`config.mk`:
```
export PLATFORM = sky130hd
export DESIGN_NAME = lut_neuron_pipe
export DESIGN_NICKNAME = d
export VERILOG_FILES = /design/src/rtl/lut_neuron_pipe.sv
export SDC_FILE = /design/constraint.sdc
export NUM_CORES = 1
export LEC_CHECK = 0
export ABC_CLOCK_PERIOD_IN_PS = 2350
export CORE_ASPECT_RATIO = 0.75
export CORE_UTILIZATION = 50
export CTS_CLUSTER_DIAMETER = 120
export DETAILED_ROUTE_END_ITERATION = 8
export PLACE_DENSITY = 0.66
export SLEW_MARGIN = 20
export SYNTH_ARGS = -nofsm -noshare
export SYNTH_HDL_FRONTEND = slang
export SYNTH_SLANG_ARGS = --single-unit
```
`constraint.sdc`:
```
create_clock -name clk -period 2.35 [get_ports clk]
set_input_delay 0.47 -clock clk [delete_from_list [all_inputs] [get_ports clk]]
set_output_delay 0.47 -clock clk [all_outputs]
set_load 0.1 [all_outputs]
```
`src/rtl/lut_neuron_pipe.sv`:
```
// -----------------------------------------------------------------------------
// lut_neuron_pipe
// Run-time loadable LogicNets neuron: maps an IN_W-bit fan-in vector to an
// OUT_W-bit activation through a 2**IN_W x OUT_W table held in distributed RAM.
// The table is filled over a serial config port. Lookups flow through a 2-stage
// valid/ready pipeline, so neurons can be chained layer to layer.
//
// Optional feature macro: LUT_PARITY_EN
//   Each table entry carries an even-parity bit. A bad read raises parity_err
//   alongside out_valid, and err_sticky latches it until rst or cfg_start.
//
// Ports:
//   clk, rst                 clock (rising edge), async active-high reset
//   cfg_start                pulse: (re)load the table from address 0
//   cfg_valid, cfg_data      next table word (honoured only while loading)
//   cfg_busy                 draining or loading
//   cfg_done                 one-cycle pulse on the write of the last word
//   lut_ready                table valid, lookups accepted
//   in_valid/in_ready/in_data      lookup request (in_data is the address)
//   out_valid/out_ready/out_data   lookup result
//   parity_err, err_sticky   (LUT_PARITY_EN only) read parity error flags
// -----------------------------------------------------------------------------
module lut_neuron_pipe #(
   parameter int unsigned IN_W  = 7,
   parameter int unsigned OUT_W = 2
) (
   input  logic             clk,
   input  logic             rst,
   input  logic             cfg_start,
   input  logic             cfg_valid,
   input  logic [OUT_W-1:0] cfg_data,
   output logic             cfg_busy,
   output logic             cfg_done,
   output logic             lut_ready,
   input  logic             in_valid,
   output logic             in_ready,
   input  logic [IN_W-1:0]  in_data,
   output logic             out_valid,
   input  logic             out_ready,
`ifdef LUT_PARITY_EN
   output logic [OUT_W-1:0] out_data,
   output logic             parity_err,
   output logic             err_sticky
`else
   output logic [OUT_W-1:0] out_data
`endif
);

   localparam int unsigned DEPTH = 2**IN_W;
`ifdef LUT_PARITY_EN
   localparam int unsigned MEM_W = OUT_W + 1;
`else
   localparam int unsigned MEM_W = OUT_W;
`endif
   localparam logic [IN_W-1:0] LAST_ADDR = {IN_W{1'b1}};

   typedef enum logic [1:0] {StEmpty, StDrain, StLoad, StReady} state_e;

   state_e           r_state, w_state_nxt;
   logic [IN_W-1:0]  r_addr, w_addr_nxt;
   logic             w_wr_en;
   logic [IN_W-1:0]  w_wr_addr;
   logic [MEM_W-1:0] w_wr_word;
   logic [MEM_W-1:0] w_rd_word;
   logic [MEM_W-1:0] r_mem [DEPTH];

   logic             r_v1, r_v2;
   logic [IN_W-1:0]  r_addr1;
   logic [OUT_W-1:0] r_out_data;
   logic             w_en1, w_en2, w_accept;

   // ---------------- configuration FSM ----------------
   always_ff @(posedge clk or posedge rst) begin
      if (rst) begin
         r_state <= StEmpty;
         r_addr  <= '0;
      end else begin
         r_state <= w_state_nxt;
         r_addr  <= w_addr_nxt;
      end
   end

   always_comb begin
      w_state_nxt = r_state;
      w_addr_nxt  = r_addr;
      w_wr_en     = 1'b0;
      cfg_done    = 1'b0;
      unique case (r_state)
         StEmpty: begin
            if (cfg_start) begin
               w_state_nxt = StLoad;
               w_addr_nxt  = '0;
            end
         end
         StLoad: begin
            if (cfg_start) begin
               // Restart: a coincident word lands at address 0.
               w_wr_en    = cfg_valid;
               w_addr_nxt = cfg_valid ? IN_W'(1) : '0;
            end else if (cfg_valid) begin
               w_wr_en = 1'b1;
               if (r_addr == LAST_ADDR) begin
                  cfg_done    = 1'b1;
                  w_state_nxt = StReady;
                  w_addr_nxt  = '0;
               end else begin
                  w_addr_nxt = r_addr + IN_W'(1);
               end
            end
         end
         StReady: begin
            if (cfg_start) w_state_nxt = StDrain;
         end
         StDrain: begin
            if (!r_v1 && !r_v2) begin
               w_state_nxt = StLoad;
               w_addr_nxt  = '0;
            end
         end
         default: w_state_nxt = StEmpty;
      endcase
   end

   assign cfg_busy  = (r_state == StDrain) || (r_state == StLoad);
   assign lut_ready = (r_state == StReady);

   // ---------------- table storage (not reset) ----------------
   assign w_wr_addr = cfg_start ? '0 : r_addr;
`ifdef LUT_PARITY_EN
   assign w_wr_word = {^cfg_data, cfg_data};
`else
   assign w_wr_word = cfg_data;
`endif

   always_ff @(posedge clk) begin
      if (w_wr_en) r_mem[w_wr_addr] <= w_wr_word;
   end

   assign w_rd_word = r_mem[r_addr1];

   // ---------------- lookup pipeline ----------------
   assign w_en2    = !r_v2 || out_ready;
   assign w_en1    = !r_v1 || w_en2;
   assign in_ready = (r_state == StReady) && w_en1;
   assign w_accept = in_valid && in_ready;

   always_ff @(posedge clk or posedge rst) begin
      if (rst) begin
         r_v1       <= 1'b0;
         r_v2       <= 1'b0;
         r_addr1    <= '0;
         r_out_data <= '0;
      end else begin
         if (w_accept) begin
            r_addr1 <= in_data;
            r_v1    <= 1'b1;
         end else if (w_en1) begin
            r_v1 <= 1'b0;
         end
         if (w_en2) begin
            r_out_data <= w_rd_word[OUT_W-1:0];
            r_v2       <= r_v1;
         end
      end
   end

   assign out_valid = r_v2;
   assign out_data  = r_out_data;

`ifdef LUT_PARITY_EN
   logic w_rd_err;
   logic r_parity_err, r_err_sticky;

   // Even parity over data plus stored bit must reduce to 0.
   assign w_rd_err = ^w_rd_word;

   always_ff @(posedge clk or posedge rst) begin
      if (rst) begin
         r_parity_err <= 1'b0;
         r_err_sticky <= 1'b0;
      end else begin
         if (w_en2) r_parity_err <= r_v1 && w_rd_err;
         if (cfg_start) begin
            r_err_sticky <= 1'b0;
         end else if (w_en2 && r_v1 && w_rd_err) begin
            r_err_sticky <= 1'b1;
         end
      end
   end

   assign parity_err = r_parity_err;
   assign err_sticky = r_err_sticky;
`endif

endmodule

```
==> results of run 1 <==
## final cells by class
type / count / area share, %
inverter: 5 / 0.134
clock inverter: 10 / 0.330
clock buffer: 35 / 5.17
timing repair buffer: 101 / 7.90
sequential: 276 / 58.5
tap: 300 / 2.68
multi-input combinational: 465 / 25.3
## critical path: cells and delay by family, from the launching register on
family | cells | cell delay, ns
AO/OA/AOI/OAI | 3 | 1.03
flip-flops | 1 | 0.50
buffers and inverters | 3 | 0.48
AND/OR/NAND/NOR | 1 | 0.08
multiplexers | 1 | 0.14
## sequential cells by signal, indices dropped and copies added (netlist names)
signal	count
r_state	2
r_addr	7
out_data	2
r_mem	256
r_v1	1
out_valid	1
r_addr1	7
## synthesized netlist by cell type, types with 2 or more instances
| library cell | number | share of area (%) |
|---|---|---|
| buf_1 | 6 | 0.19 |
| a41oi_1 | 4 | 0.29 |
| buf_2 | 3 | 0.13 |
| clkbuf_1 | 22 | 0.69 |
| o22a_1 | 4 | 0.29 |
| a22o_1 | 8 | 0.59 |
| nand3b_1 | 3 | 0.19 |
| mux2_2 | 12 | 1.1 |
| o221ai_1 | 3 | 0.22 |
| edfxtp_1 | 256 | 65 |
| a22oi_1 | 7 | 0.44 |
| nor3_1 | 8 | 0.34 |
| nor2b_1 | 17 | 0.89 |
| o21ai_0 | 16 | 0.67 |
| nand3_1 | 23 | 0.97 |
| o41ai_2 | 2 | 0.27 |
| dfrtp_1 | 20 | 4.2 |
| nand2_1 | 44 | 1.4 |
| inv_1 | 5 | 0.16 |
| nand4_1 | 4 | 0.21 |
| buf_6 | 6 | 0.57 |
| o22ai_1 | 11 | 0.58 |
| and2_1 | 3 | 0.16 |
| mux2i_1 | 73 | 6.1 |
| a311oi_1 | 3 | 0.22 |
| buf_4 | 5 | 0.32 |
| a211oi_1 | 4 | 0.25 |
| ha_1 | 6 | 0.63 |
| or2_2 | 2 | 0.11 |
| o31a_1 | 2 | 0.15 |
| mux4_1 | 8 | 1.8 |
| mux4_2 | 23 | 4.3 |
| a21oi_1 | 6 | 0.25 |
| buf_8 | 3 | 0.38 |
| nor3b_1 | 3 | 0.19 |
| nor2_1 | 144 | 4.5 |
| a221oi_1 | 6 | 0.44 |
| nand2b_1 | 6 | 0.32 |
## routing by layer
| layer | up-vias | share of wire (%) |
|---|---|---|
| met5 | - | 0 |
| met2 | 284 | 46 |
| li1 | 3205 | - |
| met3 | 44 | 8.2 |
| met4 | 0 | 1.9 |
| met1 | 3581 | 44 |
## stage by stage
stage	instance area, um2	TNS [ns]	worst slack (ns)	power, W
2_1_floorplan	11900	0	0.0320	0.00938
3_3_place_gp	13000	-0.414	-0.0501	0.0110
3_5_place_dp	13000	-1.26	-0.0727	0.0112
4_1_cts	13800	0	0.00172	0.0151
5_1_grt	14000	-0.104	-0.0878	0.0160
6_report	14000	-0.0108	-0.0108	0.0154
## path summary, 6_finish.rpt
| kind | endpoint | cells past startpoint |
|---|---|---|
| hold / removal | r_addr[6]$_DFFE_PP0P_ | 3 |
| max in group asynchronous | r_addr1[1]$_DFFE_PP0P_ | 3 |
| hold reg to reg | out_valid$_DFFE_PP0P_ | 1 |
| setup reg to reg | out_data[0]$_DFFE_PP0P_ | 8 |
| min in group clk | r_mem[46][0]$_DFFE_PP_ | 1 |
| setup / recovery | out_data[0]$_DFFE_PP0P_ | 8 |
## cell families after synthesis
logic type                 count (synthesis)  synth area share (%)
AOI/OAI and AO/OA                         83                  5.15
adders and majority gates                  6                 0.630
buffers and inverters                     52                  2.64
DFF                                      276                  68.7
muxes                                    116                  13.4
and+or+nand+nor                          260                  9.45
## repair_timing
item,CTS,global route
buffers inserted,4,8
hold buffers,0,0
pin swaps,0,13
gates resized for setup,11,25
gates cloned,0,1
setup endpoints to repair,3,3
## power by group through the flow
stage | clock network [W] | registers [W] | logic, W
2_1_floorplan | 0 | 0.00589 | 0.00349
3_5_place_dp | 0 | 0.00589 | 0.00527
6_report | 0.00382 | 0.00575 | 0.00588
3_3_place_gp | 0 | 0.00589 | 0.00515
4_1_cts | 0.00388 | 0.00574 | 0.00550
5_1_grt | 0.00408 | 0.00575 | 0.00621
==> flow_summary_export.csv, run 1 <==
group,metric,value,unit
die,die_area,0.0244,mm2
finish,fin_cells,1192,
clock_network,clk_latency,0.52,ns
setup_path,critical_path_class,"reg2reg",
clock_network,cts_buffers,26,
drt,drt-total-wl,27800,um
sta,fin_worst_skew,0.0136,ns
die,die_y,136,um
drt,drcViolationCount,0,
yosys,synth_cell_types,50,
sta,holdWs,0.292,ns
setup_path,critical_path_required,2.75,ns
sta,finalSetupViolCount,1,
finish,final_common_cell,"edfxtp_1",
finish,drive_above_1_share,21.6,%
die,num_rows,48,
setup_path,max_stage_delay,0.50,ns
global_routing,grt_first_pass_wirelength,42100,um
setup_path,worstPathCellList,"buf_12 -> buf_12 -> buf_4 -> mux2i_1 -> a221oi_2 -> nor3_1 -> o31a_1 -> o41ai_2",
pwr,p_comb_share,38.1,%
placed_design,gp_congestion,0.887,
global_routing,grtUsageMet1,32.8,%
yosys,syn_inst,793,
sta,fin_crit_sh,100,%
finish,final_cell_mix,"edfxtp_1 (256), nor2_1 (143), mux2i_1 (72), buf_4 (61), nand2_1 (43)",
setup_path,r2r_slack,-0.01,ns
setup_path,start_kind,"flip-flop",
pwr,power_density,1100,mW/mm2
worst_hold_path,hp-class,"in2async",
pwr,p_leak,4.74,nW
setup_path,startpoint,"r_addr1[1]$_DFFE_PP0P_",
global_routing,grt_max_degree,62,
yosys,avgSynthCellArea,15.0,um2
yosys,synth_edf_count,256,
pwr,swShare,32.9,%
pwr,p_clk_share,24.7,%
global_routing,met2_usage,37.4,%
yosys,synthesis.area,0.0119,mm2
setup_path,crit_fanout,8,
setup_path,slowest_stage,"dfrtp_4",
global_routing,grt_pass1_vias,7205,
finish,fill_cells,1762,
sta,worst_slack,-0.0108,ns
yosys,synth_seq_cells,276,
pwr,ir_drop,0.639,mV
setup_path,cp-end-kind,"flip-flop",
setup_path,crit_arrival,2.76,ns
die,start_util,51.4,%
drt,drt_pass1_iterations,5,
sta,slew_headroom,53.4,%
sta,fmax,0.424,GHz
finish,areaGrowthSynthToFinish,17.8,%
die,core-area,0.0232,mm2
placed_design,portBuffers,21,
global_routing,grt_overflow_total,0,
finish,diodes,0,
sta,hold_viol_final,0,
clock_network,cts.reportedPaths.clkPinSlew,0.06,ns
finish,multiInputGateArea,0.00355,mm2
clock_network,cts.sinks,276,
pwr,internal_power,0.0104,W
finish,nets,896,
yosys,synthArstFlopShare,7.25,%
yosys,syn-num-nets,814,
global_routing,grt.busiest_layer,"met2",
placed_design,placedCellCount,1136,
global_routing,grt_use_total,23.2,%
clock_network,tritoncts,"done",
run_status,outcome,"complete, but fails checks",
clock_network,ctsRootBufferMaster,"clkbuf_16",
global_routing,use_met3,4.84,%
sta,rsz0062_at_grt,"yes",
pwr,seqPwrFrac,37.2,%
drt,drtAntennaViolNets,0,
finish,utilization,60.5,%
yosys,synth_ff_type,"edfxtp_1",
pwr,p_sw,0.00508,W
placed_design,hpwlAfterDp,18700,um
drt,drtIter0Drc,689,
setup_path,path_common_cell,"buf_12",
clock_network,cts.path.max_buffers,3,
yosys,synth-seq-area-share,68.7,%
run,cap_viol_max_count,0,
die,pin_count,22,
sta,tightest_slew,0.698,ns
setup_path,reg2reg_from,"r_addr1[1]$_DFFE_PP0P_",
drt,avgRoutedWirePerCell,23.3,um
drt,vias,7114,
drt,routed_via_density,5.97,
clock_network,htreeDepth,1,
run_status,violations,"setup timing",
sta,finalCriticalPeriod,2.36,ns
die,die_w,180,um
yosys,ys.warnings.count,0,
sta,slew_viol_final,0,
finish,regArea,0.00820,mm2
global_routing,antenna_found_initial,0,
Power figures use the tool's default switching activity.
==> run 2, diff against run 1 <==
CORE_UTILIZATION = 40   (was 50)
PLACE_DENSITY = default   (was 0.66)
==> run 2 against run 1 <==
  * The run still ends with setup timing left
  * Global-route usage shrank 3.9 points
  * Total power grew 1.1%
  * Critical path depth grew 1
  * First-iteration DRC count shrank 13%
  * Final area grew 1.3%
  * Critical endpoint is now out_data[1]$_DFFE_PP0P_
  * Largest power group unchanged
==> flow_summary_export.csv, run 2 (synthesis gave the netlist of run 1 again) <==
group,metric,value,unit
finish,largestRegisters,"r_mem x256, r_addr1 x7, r_addr x7",
pwr,ir_drop,0.789,mV
setup_path,start_kind,"flip-flop",
global_routing,antenna_found_initial,0,
setup_path,cpLargestDelayFamily,"multiplexers",
drt,drt-total-wl,28500,um
placed_design,placedCellCount,1239,
sta,finalCriticalPeriod,2.44,ns
pwr,p_leak,4.82,nW
drt,drt_pass1_iterations,5,
setup_path,cp_num_cells,9,
clock_network,clk_latency,0.55,ns
finish,utilization,48.7,%
finish,final_cell_mix,"edfxtp_1 (256), nor2_1 (142), buf_4 (78), mux2i_1 (73), nand2_1 (44)",
global_routing,grt_overflow_total,0,
finish,multiInputGateArea,0.00349,mm2
finish,areaGrowthSynthToFinish,19.3,%
clock_network,cts_buffers,27,
pwr,power_density,1100,mW/mm2
setup_path,worstPathCellList,"buf_12 -> buf_4 -> mux4_2 -> mux2_2 -> o22ai_2 -> nor2_2 -> a211oi_2 -> buf_4 -> o41ai_2",
worst_hold_path,hp-class,"in2async",
sta,hold_viol_final,0,
clock_network,cts.reportedPaths.clkPinSlew,0.06,ns
global_routing,grt_use_total,19.3,%
finish,nets,910,
global_routing,grt_pass1_vias,7129,
sta,slew_headroom,41.4,%
die,die_w,201,um
sta,holdWs,0.271,ns
sta,worst_slack,-0.0894,ns
die,die_area,0.0305,mm2
placed_design,gp_congestion,0.803,
sta,slew_viol_final,0,
global_routing,grt_first_pass_wirelength,43600,um
global_routing,grt_max_degree,63,
setup_path,slowest_stage,"dfrtp_4",
pwr,p_sw,0.00508,W
setup_path,max_stage_delay,0.55,ns
placed_design,hpwlAfterDp,18700,um
run,cap_viol_max_count,0,
run_status,violations,"setup timing",
finish,drive_above_1_share,21.8,%
drt,drcViolationCount,0,
sta,fin_crit_sh,104,%
drt,drtAntennaViolNets,0,
clock_network,ctsRootBufferMaster,"clkbuf_16",
setup_path,cp_num_buf_inv,3,
die,die_y,151,um
pwr,seqPwrFrac,36.9,%
setup_path,crit_fanout,7,
pwr,p_comb_share,37.1,%
die,pin_count,22,
placed_design,portBuffers,21,
drt,vias,7110,
pwr,p_clk_share,26.0,%
finish,regMostFlops,"r_mem",
die,start_util,40.8,%
finish,final_common_cell,"edfxtp_1",
sta,fin_worst_skew,0.0113,ns
finish,largest_reg_flops,256,
pwr,internal_power,0.0105,W
finish,regArea,0.00820,mm2
drt,avgRoutedWirePerCell,21.9,um
clock_network,cts.path.max_buffers,3,
clock_network,tritoncts,"done",
setup_path,r2r_cells,9,
pwr,swShare,32.6,%
die,num_rows,54,
setup_path,path_common_cell,"buf_4",
sta,rsz0062_at_grt,"yes",
setup_path,critical_path_required,2.77,ns
clock_network,cts.sinks,276,
run_status,outcome,"complete, but fails checks",
sta,fmax,0.410,GHz
setup_path,cp-end-kind,"flip-flop",
sta,tightest_slew,0.879,ns
drt,routed_via_density,5.47,
sta,finalSetupViolCount,2,
placed_design,dpl_worst_slack,-0.229,ns
finish,fin_cells,1301,
setup_path,critical_path_class,"reg2reg",
drt,drtIter0Drc,602,
clock_network,htreeDepth,1,
finish,fill_cells,2560,
setup_path,crit_arrival,2.86,ns
die,core-area,0.0292,mm2
finish,diodes,0,
==> run 2: power by group through the flow <==
stage / sequential [W] / combinational [W] / clock [W]
global route: 0.00577 / 0.00617 / 0.00431
detailed placement: 0.00586 / 0.00535 / 0
finish: 0.00576 / 0.00579 / 0.00406
global placement: 0.00585 / 0.00532 / 0
CTS: 0.00574 / 0.00568 / 0.00414
floorplan: 0.00589 / 0.00349 / 0
==> run 2: through the flow <==
step / total power [W] / instance area, um2 / TNS [ns]
final: 0.0156 / 14200 / -0.127
after floorplan: 0.00938 / 11900 / 0
after detailed placement: 0.0112 / 13200 / -0.394
after global routing: 0.0163 / 14200 / -0.263
after CTS: 0.0156 / 14100 / -0.0271
after global placement: 0.0112 / 13200 / -0.293
==> run 2: timing repair <==
item                                    CTS  global route
hold buffers                              0             0
setup buffers                             9             3
resized for setup                         9            10
endpoints found under the setup margin    2             3
pin swaps                                 4             6
cloned                                    1             0
==> run 2: layout make-up <==
class,instances,area share [%]
clock buffers,38,5.19
clock inverters,11,0.555
inverters,5,0.132
multi-input cells,465,24.6
flip-flops and latches,276,57.7
well taps,392,3.45
repair buffers,114,8.38
==> run 2: final timing paths <==
kind	from	slack [ns]	end
min in group clk	cfg_data[1]	0.33	r_mem[12][1]$_DFFE_PP_
hold / removal	rst	0.27	r_addr1[3]$_DFFE_PP0P_
setup / recovery	r_addr1[0]$_DFFE_PP0P_	-0.09	out_data[1]$_DFFE_PP0P_
max in group asynchronous	rst	1.80	r_state[1]$_DFFE_PP0P_
hold reg to reg	r_v1$_DFFE_PP0P_	0.52	out_valid$_DFFE_PP0P_
setup reg to reg	r_addr1[0]$_DFFE_PP0P_	-0.09	out_data[1]$_DFFE_PP0P_
==> run 2: metal layers <==
| metal | up-vias | wire, um | share of wire [%] | GRT usage, % |
|---|---|---|---|---|
| met5 | - | 0 | 0 | 0 |
| met1 | 3634 | 13900 | 49 | 29.1 |
| li1 | 3239 | - | - | - |
| met3 | 46 | 1600 | 5.6 | 2.90 |
| met4 | 0 | 563 | 2.0 | 4.20 |
| met2 | 191 | 12400 | 43 | 29.7 |
==> run 2: tightest hold or removal path, stage by stage <==
cell	delay, ns
clkdlybuf4s50_1	0.39
inv_1	0.05
buf_4	0.30
==> run 3, diff against run 2 <==
CTS_CLUSTER_SIZE = 30   (was default)
==> run 3 against run 2 <==
  * The flow still finishes with violations (setup timing)
  * Clock skew rose by 0.031 ns
  * Cell count down 2.2%
  * Die area stayed put
  * Hold slack improved by 0.033 ns
  * Clock power is 36% lower
  * Fmax up 1.6%
  * Final area is 2.9% lower
  * Sequential share of layout area increased by 1.7 points
  * Combinational power is 0.9% higher
  * Clock-buffer cell count fell by 19
  * Utilization decreased by 1.4 points
  * Largest cell class unchanged
  * Largest power group unchanged
==> flow_summary_export.csv, run 3 (synthesis gave the netlist of run 1 again) <==
group,metric,value,unit
drt,vias,7035,
setup_path,critical_path_required,2.73,ns
setup_path,crit_fanout,7,
global_routing,grt_use_total,19.0,%
sta,worst_slack,-0.0519,ns
drt,avgRoutedWirePerCell,22.0,um
placed_design,gp_congestion,0.803,
run_status,violations,"setup timing",
run,cap_viol_max_count,0,
placed_design,hpwlAfterDp,18700,um
die,die_area,0.0305,mm2
pwr,p_clk_share,18.2,%
sta,hold_viol_final,0,
global_routing,grt_max_degree,63,
placed_design,portBuffers,21,
pwr,p_comb_share,41.2,%
drt,drtAntennaViolNets,0,
finish,fin_cells,1273,
setup_path,cp_num_buf_inv,2,
global_routing,grt_pass1_vias,6965,
finish,nets,897,
sta,tns,-0.0838,ns
die,die_w,201,um
finish,drive_above_1_share,20.5,%
setup_path,r2r_slack,-0.05,ns
clock_network,tritoncts,"done",
pwr,ir_drop,0.672,mV
finish,diodes,0,
pwr,internal_power,0.00933,W
drt,drt-total-wl,28100,um
finish,largest_reg_flops,256,
finish,largestRegisters,"r_mem x256, r_addr1 x7, r_addr x7",
die,core-area,0.0292,mm2
pwr,power_density,1030,mW/mm2
finish,final_common_cell,"edfxtp_1",
global_routing,antenna_found_initial,0,
pwr,totalPowerFinal,0.0142,W
die,start_util,40.8,%
setup_path,start_kind,"flip-flop",
drt,routed_via_density,5.53,
finish,final_cell_mix,"edfxtp_1 (256), nor2_1 (142), buf_4 (79), mux2i_1 (73), nand2_1 (44)",
sta,tightest_slew,0.842,ns
clock_network,cts.reportedPaths.clkPinSlew,0.12,ns
die,die_y,151,um
sta,slew_headroom,43.9,%
pwr,p_sw,0.00483,W
drt,drt_pass1_iterations,5,
die,pin_count,22,
finish,regMostFlops,"r_mem",
setup_path,critical_path_class,"reg2reg",
clock_network,cts_hold_buf,0,
pwr,seqPwrFrac,40.6,%
die,num_rows,54,
global_routing,grt_first_pass_wirelength,43000,um
sta,slew_viol_final,0,
worst_hold_path,hp-class,"in2async",
run_status,outcome,"complete, but fails checks",
placed_design,placedCellCount,1239,
finish,fill_cells,2590,
clock_network,htreeDepth,1,
clock_network,clk_latency,0.50,ns
sta,fin_crit_sh,102,%
setup_path,worstPathCellList,"buf_12 -> mux4_2 -> nor2b_4 -> o32ai_2 -> nand3b_1 -> a211oi_2 -> buf_4 -> o41ai_2",
global_routing,grt_overflow_total,0,
setup_path,crit_arrival,2.78,ns
setup_path,cp-end-kind,"flip-flop",
drt,drcViolationCount,0,
finish,areaGrowthSynthToFinish,15.8,%
clock_network,ctsRootBufferMaster,"clkbuf_16",
pwr,swShare,34.1,%
sta,finalSetupViolCount,2,
setup_path,cpLargestDelayFamily,"compound AO/OA/AOI/OAI gates",
drt,drtIter0Drc,641,
pwr,p_leak,4.60,nW
clock_network,cts.sinks,276,
clock_network,cts.path.max_buffers,3,
sta,finalCriticalPeriod,2.40,ns
placed_design,dpl_worst_slack,-0.229,ns
sta,fin_worst_skew,0.0427,ns
finish,utilization,47.3,%
setup_path,slowest_stage,"dfrtp_4",
clock_network,cts_buffers,13,
sta,rsz0062_at_grt,"yes",
setup_path,max_stage_delay,0.52,ns
sta,fmax,0.416,GHz
==> run 3: cell types whose count changed in the layout (fill, tap and decap cells not counted), sizes merged <==
cell    before  now
clkinv       9    1
clkbuf      38   19
bufinv       1    0
inv          6    5
buf        101  102
==> run 3: path summary, 6_finish.rpt <==
path                                         from                 endpoint  cells past startpoint
min                                           rst    out_valid$_DFFE_PP0P_                      3
max                        r_addr1[0]$_DFFE_PP0P_  out_data[1]$_DFFE_PP0P_                      8
max in group asynchronous                     rst    r_addr[3]$_DFFE_PP0P_                      3
min reg2reg                      r_v1$_DFFE_PP0P_    out_valid$_DFFE_PP0P_                      1
max reg2reg                r_addr1[0]$_DFFE_PP0P_  out_data[1]$_DFFE_PP0P_                      8
min in group clk                      cfg_data[1]    r_mem[7][1]$_DFFE_PP_                      1
==> run 3: cell type report <==
type / instances / area [um2] / share of cell area, %
clock buffers: 19 / 348 / 2.52
well taps: 392 / 490 / 3.56
clock inverters: 1 / 30.0 / 0.218
repair buffers: 115 / 1200 / 8.68
flip-flops and latches: 276 / 8200 / 59.4
multi-input cells: 465 / 3510 / 25.5
inverters: 5 / 18.8 / 0.136
==> run 3: per-layer routing <==
metal	share of wire (%)	GRT usage, %	routed length (um)	vias up
met1	49	29.3	13700	3641
met5	0	0	0	-
li1	-	-	-	3189
met3	5.4	1.98	1510	22
met2	44	29.4	12400	183
met4	1.5	3.22	408	0
==> run 3: worst min-delay path: cells and delay by family <==
kind / cells / cell delay, ns
buf+inv: 3 / 0.74
==> run 3: per-stage QoR <==
stage          hold WS, ns  cell area, um2
2_1_floorplan        0.434           11900
3_3_place_gp         0.501           13200
3_5_place_dp         0.499           13200
4_1_cts              0.306           13700
5_1_grt              0.333           13800
6_report             0.304           13800
==> run 3: power groups by stage <==
stage,Combinational [W],Clock (W),Sequential (W)
floorplan,0.00349,0,0.00589
detailed placement,0.00535,0,0.00586
global placement,0.00532,0,0.00585
finish,0.00584,0.00258,0.00574
CTS,0.00560,0.00263,0.00573
global route,0.00623,0.00277,0.00576
==> run 3: what timing repair did <==
action,CTS,global route
gates resized for setup,3,18
buffers inserted,6,7
pin swaps,3,8
setup endpoints to repair,2,3
cloned,1,0
